**config.mk**
```make
export PLATFORM = sky130hd
export DESIGN_NAME = mask_prng_pool
export DESIGN_NICKNAME = d
export VERILOG_FILES = /design/src/rtl/prng_pool_pkg.sv /design/src/rtl/prng_core_ch.sv /design/src/rtl/mask_prng_pool.sv
export SDC_FILE = /design/constraint.sdc
export NUM_CORES = 1
export LEC_CHECK = 0
export ABC_AREA = 0
export CAP_MARGIN = 20
export CORE_AREA = 3 3 271 273
export CTS_CLUSTER_SIZE = 14
export DETAILED_ROUTE_END_ITERATION = 6
export DIE_AREA = 0 0 274 276
export SETUP_SLACK_MARGIN = 0.4
export SYNTH_ARGS = -nofsm -noshare
export SYNTH_HDL_FRONTEND = slang
export SYNTH_HIERARCHICAL = 1
export SYNTH_SLANG_ARGS = --single-unit
```
**constraint.sdc**
```tcl
create_clock -name clk -period 3.2 [get_ports clk]
set_input_delay 0.32 -clock clk [delete_from_list [all_inputs] [get_ports clk]]
set_output_delay 0.32 -clock clk [all_outputs]
set_load 0.01 [all_outputs]
```
**src/rtl/prng_pool_pkg.sv**
```systemverilog
// Shared constants, FSM state type and CASR/LFSR step functions for mask_prng_pool.
package prng_pool_pkg;

    localparam int CASR_W = 37;
    localparam int LFSR_W = 43;

    localparam logic [CASR_W-1:0] CASR_RST   = 37'h0_1000_0000;
    localparam logic [LFSR_W-1:0] LFSR_RST   = 43'h000_1000_0001;
    localparam logic [31:0]       SEED_FORCE = 32'h1000_0000;
    localparam logic [31:0]       SALT_MUL   = 32'h9E37_79B9;

    // ST_ prefix keeps the enum clear of the top-level WARMUP parameter.
    typedef enum logic {
        ST_WARMUP = 1'b0,
        ST_RUN    = 1'b1
    } pool_state_t;

    function automatic logic [CASR_W-1:0] next_casr(input logic [CASR_W-1:0] c);
        return {c[35:0], c[36]} ^ {c[0], c[36:1]} ^ {9'b0, c[27], 27'b0};
    endfunction

    function automatic logic [LFSR_W-1:0] next_lfsr(input logic [LFSR_W-1:0] l);
        return {l[41:0], l[42]} ^ {1'b0, l[42], 20'b0, l[42], 18'b0, l[42], 1'b0};
    endfunction

endpackage

```
**src/rtl/prng_core_ch.sv**
```systemverilog
// One generator channel: CASR/LFSR core, 2-entry output FIFO and, with
// PRNG_HEALTH_EN defined, a repetition-count health test.
module prng_core_ch
    import prng_pool_pkg::*;
#(
    parameter int OUT_W        = 32,
    parameter int CH_IDX       = 0,
    parameter int REPEAT_LIMIT = 3
) (
    input  logic             clk,
    input  logic             rst_n,
    input  logic             load,
    input  logic [31:0]      seed,
    input  logic             step_warm,
    input  logic             run_en,
    input  logic             out_ready,
    output logic             out_valid,
    output logic [OUT_W-1:0] out_data,
    output logic             alarm
);

    if (REPEAT_LIMIT < 2 || REPEAT_LIMIT > 15) begin : g_bad_limit
        $error("prng_core_ch: REPEAT_LIMIT must be within 2..15");
    end

    localparam logic [31:0] SALT = SALT_MUL * 32'(CH_IDX);

    logic [CASR_W-1:0] casr;
    logic [LFSR_W-1:0] lfsr;
    logic [31:0]       salted;
    logic [OUT_W-1:0]  word;
    logic [OUT_W-1:0]  mem [2];
    logic              rd_ptr;
    logic              wr_ptr;
    logic [1:0]        count;
    logic [1:0]        count_nxt;
    logic              pop;
    logic              push;
    logic              alarm_q;

    assign salted    = seed ^ SALT;
    assign word      = lfsr[OUT_W-1:0] ^ casr[OUT_W-1:0];
    assign out_valid = (count != 2'd0) && !alarm_q;
    assign out_data  = mem[rd_ptr];
    assign pop       = out_valid && out_ready;
    // A pop in the same cycle frees a slot, so a full FIFO can still accept.
    assign push      = run_en && ((count != 2'd2) || pop) && !alarm_q;
    assign alarm     = alarm_q;

    always_comb begin
        count_nxt = count;
        if (push && !pop) begin
            count_nxt = count + 2'd1;
        end else if (pop && !push) begin
            count_nxt = count - 2'd1;
        end
    end

    always_ff @(posedge clk or negedge rst_n) begin
        if (!rst_n) begin
            casr   <= CASR_RST;
            lfsr   <= LFSR_RST;
            mem[0] <= '0;
            mem[1] <= '0;
            rd_ptr <= 1'b0;
            wr_ptr <= 1'b0;
            count  <= 2'd0;
        end else if (load) begin
            casr   <= {5'h0, salted} | {5'h0, SEED_FORCE};
            lfsr   <= {10'h0, salted, 1'b0} | {11'h0, SEED_FORCE};
            rd_ptr <= 1'b0;
            wr_ptr <= 1'b0;
            count  <= 2'd0;
        end else begin
            if (step_warm || push) begin
                casr <= next_casr(casr);
                lfsr <= next_lfsr(lfsr);
            end
            if (push) begin
                mem[wr_ptr] <= word;
                wr_ptr      <= ~wr_ptr;
            end
            if (pop) begin
                rd_ptr <= ~rd_ptr;
            end
            count <= alarm_q ? 2'd0 : count_nxt;
        end
    end

`ifdef PRNG_HEALTH_EN
    logic [OUT_W-1:0] prev_word;
    logic             has_prev;
    logic [3:0]       rep_cnt;
    logic [4:0]       rep_inc;

    assign rep_inc = {1'b0, rep_cnt} + 5'd1;

    always_ff @(posedge clk or negedge rst_n) begin
        if (!rst_n) begin
            prev_word <= '0;
            has_prev  <= 1'b0;
            rep_cnt   <= 4'd0;
            alarm_q   <= 1'b0;
        end else if (load) begin
            prev_word <= '0;
            has_prev  <= 1'b0;
            rep_cnt   <= 4'd0;
            alarm_q   <= 1'b0;
        end else if (push) begin
            prev_word <= word;
            has_prev  <= 1'b1;
            if (has_prev && (word == prev_word)) begin
                rep_cnt <= rep_inc[3:0];
                if (rep_inc >= 5'(REPEAT_LIMIT)) begin
                    alarm_q <= 1'b1;
                end
            end else begin
                rep_cnt <= 4'd1;
            end
        end
    end
`else
    assign alarm_q = 1'b0;
`endif

endmodule

```
**src/rtl/mask_prng_pool.sv**
```systemverilog
// Multi-channel masking PRNG pool: shared warm-up/run FSM over NUM_CH CASR+LFSR
// channels. Optional health test is enabled by defining PRNG_HEALTH_EN.
//
// state     | meaning
// ST_WARMUP | cores step on enable, words discarded, busy=1, seed not accepted
// ST_RUN    | cores step into per-channel FIFOs, seed handshake accepted
module mask_prng_pool
    import prng_pool_pkg::*;
#(
    parameter int NUM_CH       = 4,
    parameter int OUT_W        = 32,
    parameter int WARMUP       = 64,
    parameter int REPEAT_LIMIT = 3
) (
    input  logic                    clk,
    input  logic                    rst_n,
    input  logic                    enable,
    input  logic                    seed_valid,
    output logic                    seed_ready,
    input  logic [31:0]             seed,
    output logic [NUM_CH-1:0]       out_valid,
    input  logic [NUM_CH-1:0]       out_ready,
    output logic [NUM_CH*OUT_W-1:0] out_data,
    output logic                    busy,
    output logic [NUM_CH-1:0]       alarm
);

    if (NUM_CH < 1 || NUM_CH > 16) begin : g_bad_num_ch
        $error("mask_prng_pool: NUM_CH must be within 1..16");
    end
    if (OUT_W < 1 || OUT_W > 37) begin : g_bad_out_w
        $error("mask_prng_pool: OUT_W must be within 1..37");
    end
    if (WARMUP < 1 || WARMUP > 1023) begin : g_bad_warmup
        $error("mask_prng_pool: WARMUP must be within 1..1023");
    end

    pool_state_t state_q;
    pool_state_t state_d;
    logic [9:0]  warm_cnt;
    logic [9:0]  warm_cnt_d;
    logic        step_warm;
    logic        run_en;
    logic        load;

    always_comb begin
        state_d    = state_q;
        warm_cnt_d = warm_cnt;
        seed_ready = 1'b0;
        busy       = 1'b0;
        step_warm  = 1'b0;
        run_en     = 1'b0;
        load       = 1'b0;
        case (state_q)
            ST_WARMUP: begin
                busy = 1'b1;
                if (enable) begin
                    step_warm = 1'b1;
                    if (warm_cnt == 10'(WARMUP - 1)) begin
                        state_d    = ST_RUN;
                        warm_cnt_d = 10'd0;
                    end else begin
                        warm_cnt_d = warm_cnt + 10'd1;
                    end
                end
            end
            ST_RUN: begin
                seed_ready = 1'b1;
                run_en     = enable;
                if (seed_valid) begin
                    load       = 1'b1;
                    state_d    = ST_WARMUP;
                    warm_cnt_d = 10'd0;
                end
            end
            default: begin
                state_d    = ST_WARMUP;
                warm_cnt_d = 10'd0;
            end
        endcase
    end

    always_ff @(posedge clk or negedge rst_n) begin
        if (!rst_n) begin
            state_q  <= ST_WARMUP;
            warm_cnt <= 10'd0;
        end else begin
            state_q  <= state_d;
            warm_cnt <= warm_cnt_d;
        end
    end

    for (genvar i = 0; i < NUM_CH; i++) begin : g_ch
        prng_core_ch #(
            .OUT_W        (OUT_W),
            .CH_IDX       (i),
            .REPEAT_LIMIT (REPEAT_LIMIT)
        ) u_ch (
            .clk       (clk),
            .rst_n     (rst_n),
            .load      (load),
            .seed      (seed),
            .step_warm (step_warm),
            .run_en    (run_en),
            .out_ready (out_ready[i]),
            .out_valid (out_valid[i]),
            .out_data  (out_data[i*OUT_W +: OUT_W]),
            .alarm     (alarm[i])
        );
    end

endmodule
```
==> results of run 1 <==
## cell families after synthesis
logic type / count (synthesis) / share of synthesized area [%]
multiplexers: 706 / 27.5
flip-flops: 603 / 49.6
AO/OA/AOI/OAI: 298 / 5.18
XOR/XNOR: 292 / 8.40
AND/OR/NAND/NOR: 286 / 5.02
buffers and inverters: 279 / 4.25
other: 4 / 0.0493
adder cells (fa/ha/maj): 1 / 0.0411
## final cells by class
class / instances / area, sq um / area share [%]
inverters: 140 / 526 / 1.48
clock buffers: 112 / 2200 / 6.18
clock inverters: 8 / 96.3 / 0.271
diodes: 3 / 7.51 / 0.0211
repair buffers: 222 / 2370 / 6.66
well taps: 950 / 1190 / 3.34
flip-flops and latches: 603 / 15100 / 42.4
multi-input cells: 1587 / 14100 / 39.6
## final timing paths
| check | from | to | cells past startpoint | slack, ns |
|---|---|---|---|---|
| min in group asynchronous | rst_n | g_ch[2].u_ch/lfsr[17] | 2 | 0.35 |
| max | g_ch[0].u_ch/rd_ptr | out_data[8] | 3 | 0.56 |
| min | seed_valid | state_q | 2 | 0.33 |
| max reg2reg | state_q | g_ch[2].u_ch/mem[32] | 6 | 0.81 |
| max in group asynchronous | rst_n | g_ch[0].u_ch/mem[2] | 3 | 1.88 |
| min reg2reg | g_ch[0].u_ch/lfsr[28] | g_ch[0].u_ch/lfsr[28] | 2 | 0.48 |
## worst reg2reg max path, stage by stage, from the launching register on
cell	delay, ns
dfrtp_1	0.39
and2_1	0.19
buf_12	0.17
inv_2	0.10
or4_2	0.63
buf_4	0.35
mux2_1	0.42
## registers in the layout, indices dropped and copies added (netlist names)
register / cells
g_ch.u_ch/mem: 256
g_ch.u_ch/lfsr: 172
g_ch.u_ch/casr: 148
warm_cnt: 10
g_ch.u_ch/count: 8
g_ch.u_ch/rd_ptr: 4
g_ch.u_ch/wr_ptr: 4
state_q: 1
## placed cells by master (no fill, tap or decap), types with 4 or more instances in the layout
cell / n
clkdlybuf4s50_1: 172
nand2b_1: 56
o21ai_4: 4
and3_1: 4
clkbuf_8: 27
a311oi_1: 4
buf_12: 21
mux2_2: 549
buf_4: 27
o31ai_1: 5
or2_2: 4
xnor2_1: 136
conb_1: 4
or3b_2: 4
dfrtp_1: 589
clkinv_2: 4
nor2_1: 45
nor2b_1: 44
clkbuf_16: 71
o21ai_1: 5
nand3_1: 4
mux2_1: 6
and3b_1: 8
a21oi_1: 8
inv_2: 5
mux2i_1: 31
dfstp_2: 12
xor2_1: 156
inv_1: 135
a211oi_1: 4
mux2_4: 120
clkbuf_1: 14
nor3_1: 6
or3_1: 4
o21ai_0: 252
nand2_1: 85
a2111oi_0: 7
## power by group through the flow
stage	clock network, W	logic, W	registers (W)
2_1_floorplan	0	0.00759	0.0122
3_3_place_gp	0	0.00961	0.0129
4_1_cts	0.00817	0.0101	0.0129
5_1_grt	0.00850	0.0111	0.0133
3_5_place_dp	0	0.00998	0.0130
6_report	0.00793	0.00992	0.0128
## Yosys cell counts (3+ instances only)
cell type / n
mux2_4: 120
nand2_1: 85
clkbuf_1: 60
buf_6: 11
nor2_1: 45
or4_1: 4
and3b_1: 8
xor2_1: 156
mux2i_1: 31
mux2_1: 6
a311oi_1: 4
o31ai_1: 5
nor3b_1: 3
nand2b_1: 56
inv_2: 5
o21ai_1: 9
or3b_2: 4
conb_1: 4
buf_4: 17
dfrtp_1: 591
mux2_2: 549
xnor2_1: 136
or2_2: 4
inv_1: 135
nand3_1: 4
a21oi_1: 8
nand4b_1: 3
buf_2: 42
a211oi_1: 4
nor3_1: 6
o21ai_0: 252
and2_1: 4
dfstp_2: 12
buf_12: 3
a2111oi_0: 7
or3_1: 4
buf_1: 6
nor2b_1: 44
and3_1: 4
o22ai_1: 3
## routing by layer
metal  share of wire [%]  wire, microns  global-route usage (%)
met3                 4.6           3240                    2.86
met1                  46          32400                    26.3
met5                   0              0                       0
met2                  48          34000                    30.5
met4                 1.9           1330                    5.43
## metrics by stage
step | cell area [sq um] | total power, W | hold slack [ns] | utilization, % | setup slack, ns
global route | 35600 | 0.0328 | 0.311 | 49.9 | 0.479
detailed placement | 33300 | 0.0230 | 0.365 | 46.6 | 0.417
floorplan | 30500 | 0.0198 | 0.0244 | - | 0.879
finish | 35600 | 0.0307 | 0.333 | 49.9 | 0.560
global placement | 33300 | 0.0225 | 0.353 | 46.6 | 0.412
CTS | 35600 | 0.0311 | 0.299 | 49.9 | 0.505
## timing repair
item	4_1_cts	5_1_grt
resized for setup	2	0
buffers inserted	0	0
hold buffers	1	0
endpoints found under the hold margin	52	0
setup endpoints to repair	16	0
==> results_dict.tcl, run 1 <==
set metrics [dict create \
    slowest_delay_ns 0.54 \
    path_cells "buf_12 -> mux2_2 -> clkdlybuf4s50_1" \
    routed_wl_microns 70900 \
    synth_area_leaders "dfrtp_1, mux2_2, mux2_4" \
    finalSetupTns_ns 0 \
    ant_nets 0 \
    yosys_most_used_dff "dfrtp_1" \
    grt-ovfl-total 0 \
    clock-sinks 603 \
    yosys_warnings 6 \
    drv_slew 0 \
    rows 98 \
    synth_edf_count 0 \
    start_kind "flip-flop" \
    clockRootBuffer "clkbuf_16" \
    cp_slowest_cell "dfrtp_2" \
    power_leakage_nw 16.2 \
    die_h_microns 276 \
    die_area_sq_mm 0.0756 \
    grt_max_degree 98 \
    htreeDepth 3 \
    fin_crit_ns 2.64 \
    finalHoldViolations 0 \
    crit_arrival_ns 2.32 \
    yosysUniqueCellTypes 53 \
    end_kind "output port" \
    fin_crit_sh_pct 82.5 \
    status "completed" \
    critical_path_buf_inv_count 2 \
    initial_utilization_pct 42.7 \
    switchingPower_w 0.00998 \
    peakVddDrop_uv 370 \
    ys_seq_area_share_pct 49.6 \
    drive_gt1_share_pct 32.4 \
    antenna_found_initial 7 \
    rsz0062_at_grt "no" \
    max_slew_margin_pct 48.5 \
    p_seq_share_pct 41.8 \
    via_per_inst 5.08 \
    place.gp.congestion 0.783 \
    combPwrFrac_pct 32.3 \
    vias 18400 \
    ys_ff_latch 603 \
    yosysTopAreaCellShare_pct 48.6 \
    tritoncts "built" \
    hp-class "input port to flip-flop" \
    p_int_w 0.0207 \
    dp_hpwl_microns 46900 \
    die_w_microns 274 \
    max_freq_mhz 379 \
    maxCapViolCount 0 \
    cts_made_buffers 68 \
    synthArstFlopShare_pct 100 \
    skew_ns 0.0190 \
    fin_nets 2663 \
    syn_to_final_growth_pct 16.9 \
    critPathKind "flip-flop to output port" \
    core_area_sq_mm 0.0714 \
    avgSynthCellArea_sq_um 12.3 \
    synth_top_cell_by_area "dfrtp_1" \
    clk_pin_slew_ns 0.06 \
    io_buffers 173 \
    path_delay_family "buffers and inverters" \
    gr-usage-all-layers_pct 18.9 \
    wire_per_inst_microns 19.6 \
    io_pins 178 \
    firstDrtPassIters 6 \
    syn-num-nets 2510 \
    grt_pass1_wl_microns 112000 \
    powerDensity_mw_per_mm2 862 \
    drt_iter0_drc 1170 \
    finalSetupViolations 0 \
    placed_cells 3501 \
    grt_pass1_vias 19100 \
    clock_latency_ns 0.59 \
    tightest_slew_ns 0.770 \
    final_cells 3625 \
    path_max_fanout 24 \
    syn_area_sq_mm 0.0305 \
    p_sw_share_pct 32.5 \
    synthCells 2469 \
    cp_data_required_time_ns 2.88 \
    fillers 6223 \
    clkPwrFrac_pct 25.8 \
    clk_path_buf_depth 3 \
    drcViolationCount 0 \
]
(Power assumes the default switching activity.)
==> inputs of run 2 (changes only) <==
==> constraint.sdc (replaced) <==
create_clock -name clk -period 2.7 [get_ports clk]
set_input_delay 0.27 -clock clk [delete_from_list [all_inputs] [get_ports clk]]
set_output_delay 0.27 -clock clk [all_outputs]
set_load 0.01 [all_outputs]
==> run 2 against run 1 <==
Die area unchanged. Utilization increased by 0.93 points. Critical path depth unchanged. Worst hold slack got worse by 0.12 ns. Final cell count increased by 1.0%. Setup slack got worse by 0.23 ns. Sequential power increased by 19%.
==> results_dict.tcl, run 2 (synthesized netlist as in run 1, its figures left out) <==
set metrics [dict create \
    status "completed" \
    wire_per_inst_microns 19.9 \
    clk_pin_slew_ns 0.06 \
    vias 18600 \
    fin_crit_sh_pct 87.7 \
    finalSetupViolations 0 \
    finalSetupTns_ns 0 \
    end_kind "output port" \
    firstDrtPassIters 5 \
    path_delay_family "buffers and inverters" \
    die_h_microns 276 \
    rows 98 \
    preCtsSetupSlack_ns 0.0188 \
    crit_arrival_ns 2.10 \
    worstReg2RegEnd "g_ch[1].u_ch/mem[32]" \
    layout_commonest_cell "dfrtp_1" \
    maxCapViolCount 0 \
    switchingPower_w 0.0119 \
    dp_hpwl_microns 47400 \
    drt_iter0_drc 1051 \
    io_buffers 173 \
    max_freq_mhz 422 \
    clock-sinks 603 \
    layout_common_cells "dfrtp_1, mux2_2, o21ai_0, xor2_1, xnor2_1" \
    path_max_fanout 11 \
    reg2reg_setup_slack_ns 0.47 \
    skew_ns 0.0177 \
    powerDensity_mw_per_mm2 1000 \
    syn_to_final_growth_pct 19.1 \
    io_pins 178 \
    hp-class "input port to asynchronous set/reset pin" \
    grt_pass1_vias 19500 \
    largest_register "g_ch.u_ch/mem" \
    via_per_inst 5.08 \
    fin_nets 2702 \
    fin_crit_ns 2.37 \
    grt_pass1_wl_microns 115000 \
    gr-usage-all-layers_pct 19.3 \
    die_w_microns 274 \
    ant_nets 0 \
    clkPwrFrac_pct 25.4 \
    wl_met2_microns 34500 \
    top_layer "met4" \
    power_leakage_nw 17.9 \
    cp_data_required_time_ns 2.43 \
    initial_utilization_pct 42.7 \
    antenna_found_initial 7 \
    p_int_w 0.0245 \
    post-route-util_pct 50.8 \
    max_slew_margin_pct 50.6 \
    timing.rr.start "state_q" \
    wl_met1_microns 33400 \
    drive_gt1_share_pct 33.4 \
    place.gp.congestion 0.763 \
    r2r_cells 5 \
    routed_wl_microns 72700 \
    finalHoldViolations 0 \
    critPathKind "flip-flop to output port" \
    grt_max_degree 173 \
    die_area_sq_mm 0.0756 \
    p_seq_share_pct 41.8 \
    grt-ovfl-total 0 \
    clockRootBuffer "clkbuf_16" \
    p_sw_share_pct 32.8 \
    reg_top3 "g_ch.u_ch/mem (256), g_ch.u_ch/lfsr (172), g_ch.u_ch/casr (148)" \
    tritoncts "built" \
    rsz0062_at_grt "yes" \
    cts_made_buffers 69 \
    cp_slowest_cell "clkdlybuf4s50_1" \
    core_area_sq_mm 0.0714 \
    drcViolationCount 0 \
    wl_met3_microns 2840 \
    setup_ws_ns 0.332 \
    clock_latency_ns 0.60 \
    path_cells "clkbuf_16 -> mux2_2 -> clkdlybuf4s50_1" \
    critical_path_buf_inv_count 2 \
    tightest_slew_ns 0.739 \
    p_total_w 0.0364 \
    htreeDepth 3 \
    combPwrFrac_pct 32.8 \
    peakVddDrop_uv 473 \
    drv_slew 0 \
    start_kind "flip-flop" \
    slowest_delay_ns 0.49 \
    clk_path_buf_depth 3 \
    largest_reg_flops 256 \
    fillers 6171 \
]
[run 2: power groups by stage]
stage / clock, W / sequential [W] / combinational (W)
detailed placement: 0 / 0.0154 / 0.0119
floorplan: 0 / 0.0145 / 0.00899
CTS: 0.00952 / 0.0152 / 0.0120
global route: 0.00987 / 0.0157 / 0.0134
finish: 0.00924 / 0.0152 / 0.0119
global placement: 0 / 0.0152 / 0.0114
[run 2: per-stage QoR]
stage,hold slack (ns),instance area [sq um],std cells
CTS,0.206,35800,3639
global route,0.230,36300,3660
floorplan,-0.0256,30500,2469
global placement,0.237,33500,3510
finish,0.212,36300,3663
detailed placement,0.242,33500,3510
[run 2: worst reg2reg max path, cell delays in order, from the launching register on]
cell	delay, ns
dfrtp_1	0.41
and2_4	0.33
inv_2	0.07
or4_2	0.70
buf_12	0.24
mux2_1	0.36
[run 2: area by class of cell]
type / count / area (sq um) / area share, %
clock buffer: 103 / 2090 / 5.76
clock inverter: 17 / 149 / 0.411
timing repair buffer: 260 / 3090 / 8.51
sequential: 603 / 15100 / 41.7
tap: 950 / 1190 / 3.28
antenna: 3 / 7.51 / 0.0207
inverter: 140 / 526 / 1.45
multi-input combinational: 1587 / 14100 / 38.9
[run 2: repair_timing]
item | CTS | global route
cloned | 2 | 2
setup endpoints to repair | 272 | 107
buffers inserted | 6 | 19
resized for setup | 44 | 89
hold endpoints to repair | 38 | 0
hold buffers | 1 | 0
[run 2: worst max-delay path by stage]
stage,from,endpoint,slack [ns],cells past startpoint
final,g_ch[1].u_ch/rd_ptr,out_data[43],0.33,3
after global routing,g_ch[1].u_ch/rd_ptr,out_data[44],0.29,3
after CTS,g_ch[0].u_ch/rd_ptr,out_data[14],0.26,3
after detailed placement,enable,g_ch[0].u_ch/mem[61],0.02,7
after global placement,enable,g_ch[0].u_ch/mem[55],0.04,7
after floorplan,state_q,g_ch[0].u_ch/mem[33],0.54,7
[run 2: per-layer routing]
metal	vias up	GRT usage (%)
li1	8823	-
met1	9396	26.8
met2	291	31.1
met3	84	2.76
met4	0	6.26
met5	-	0
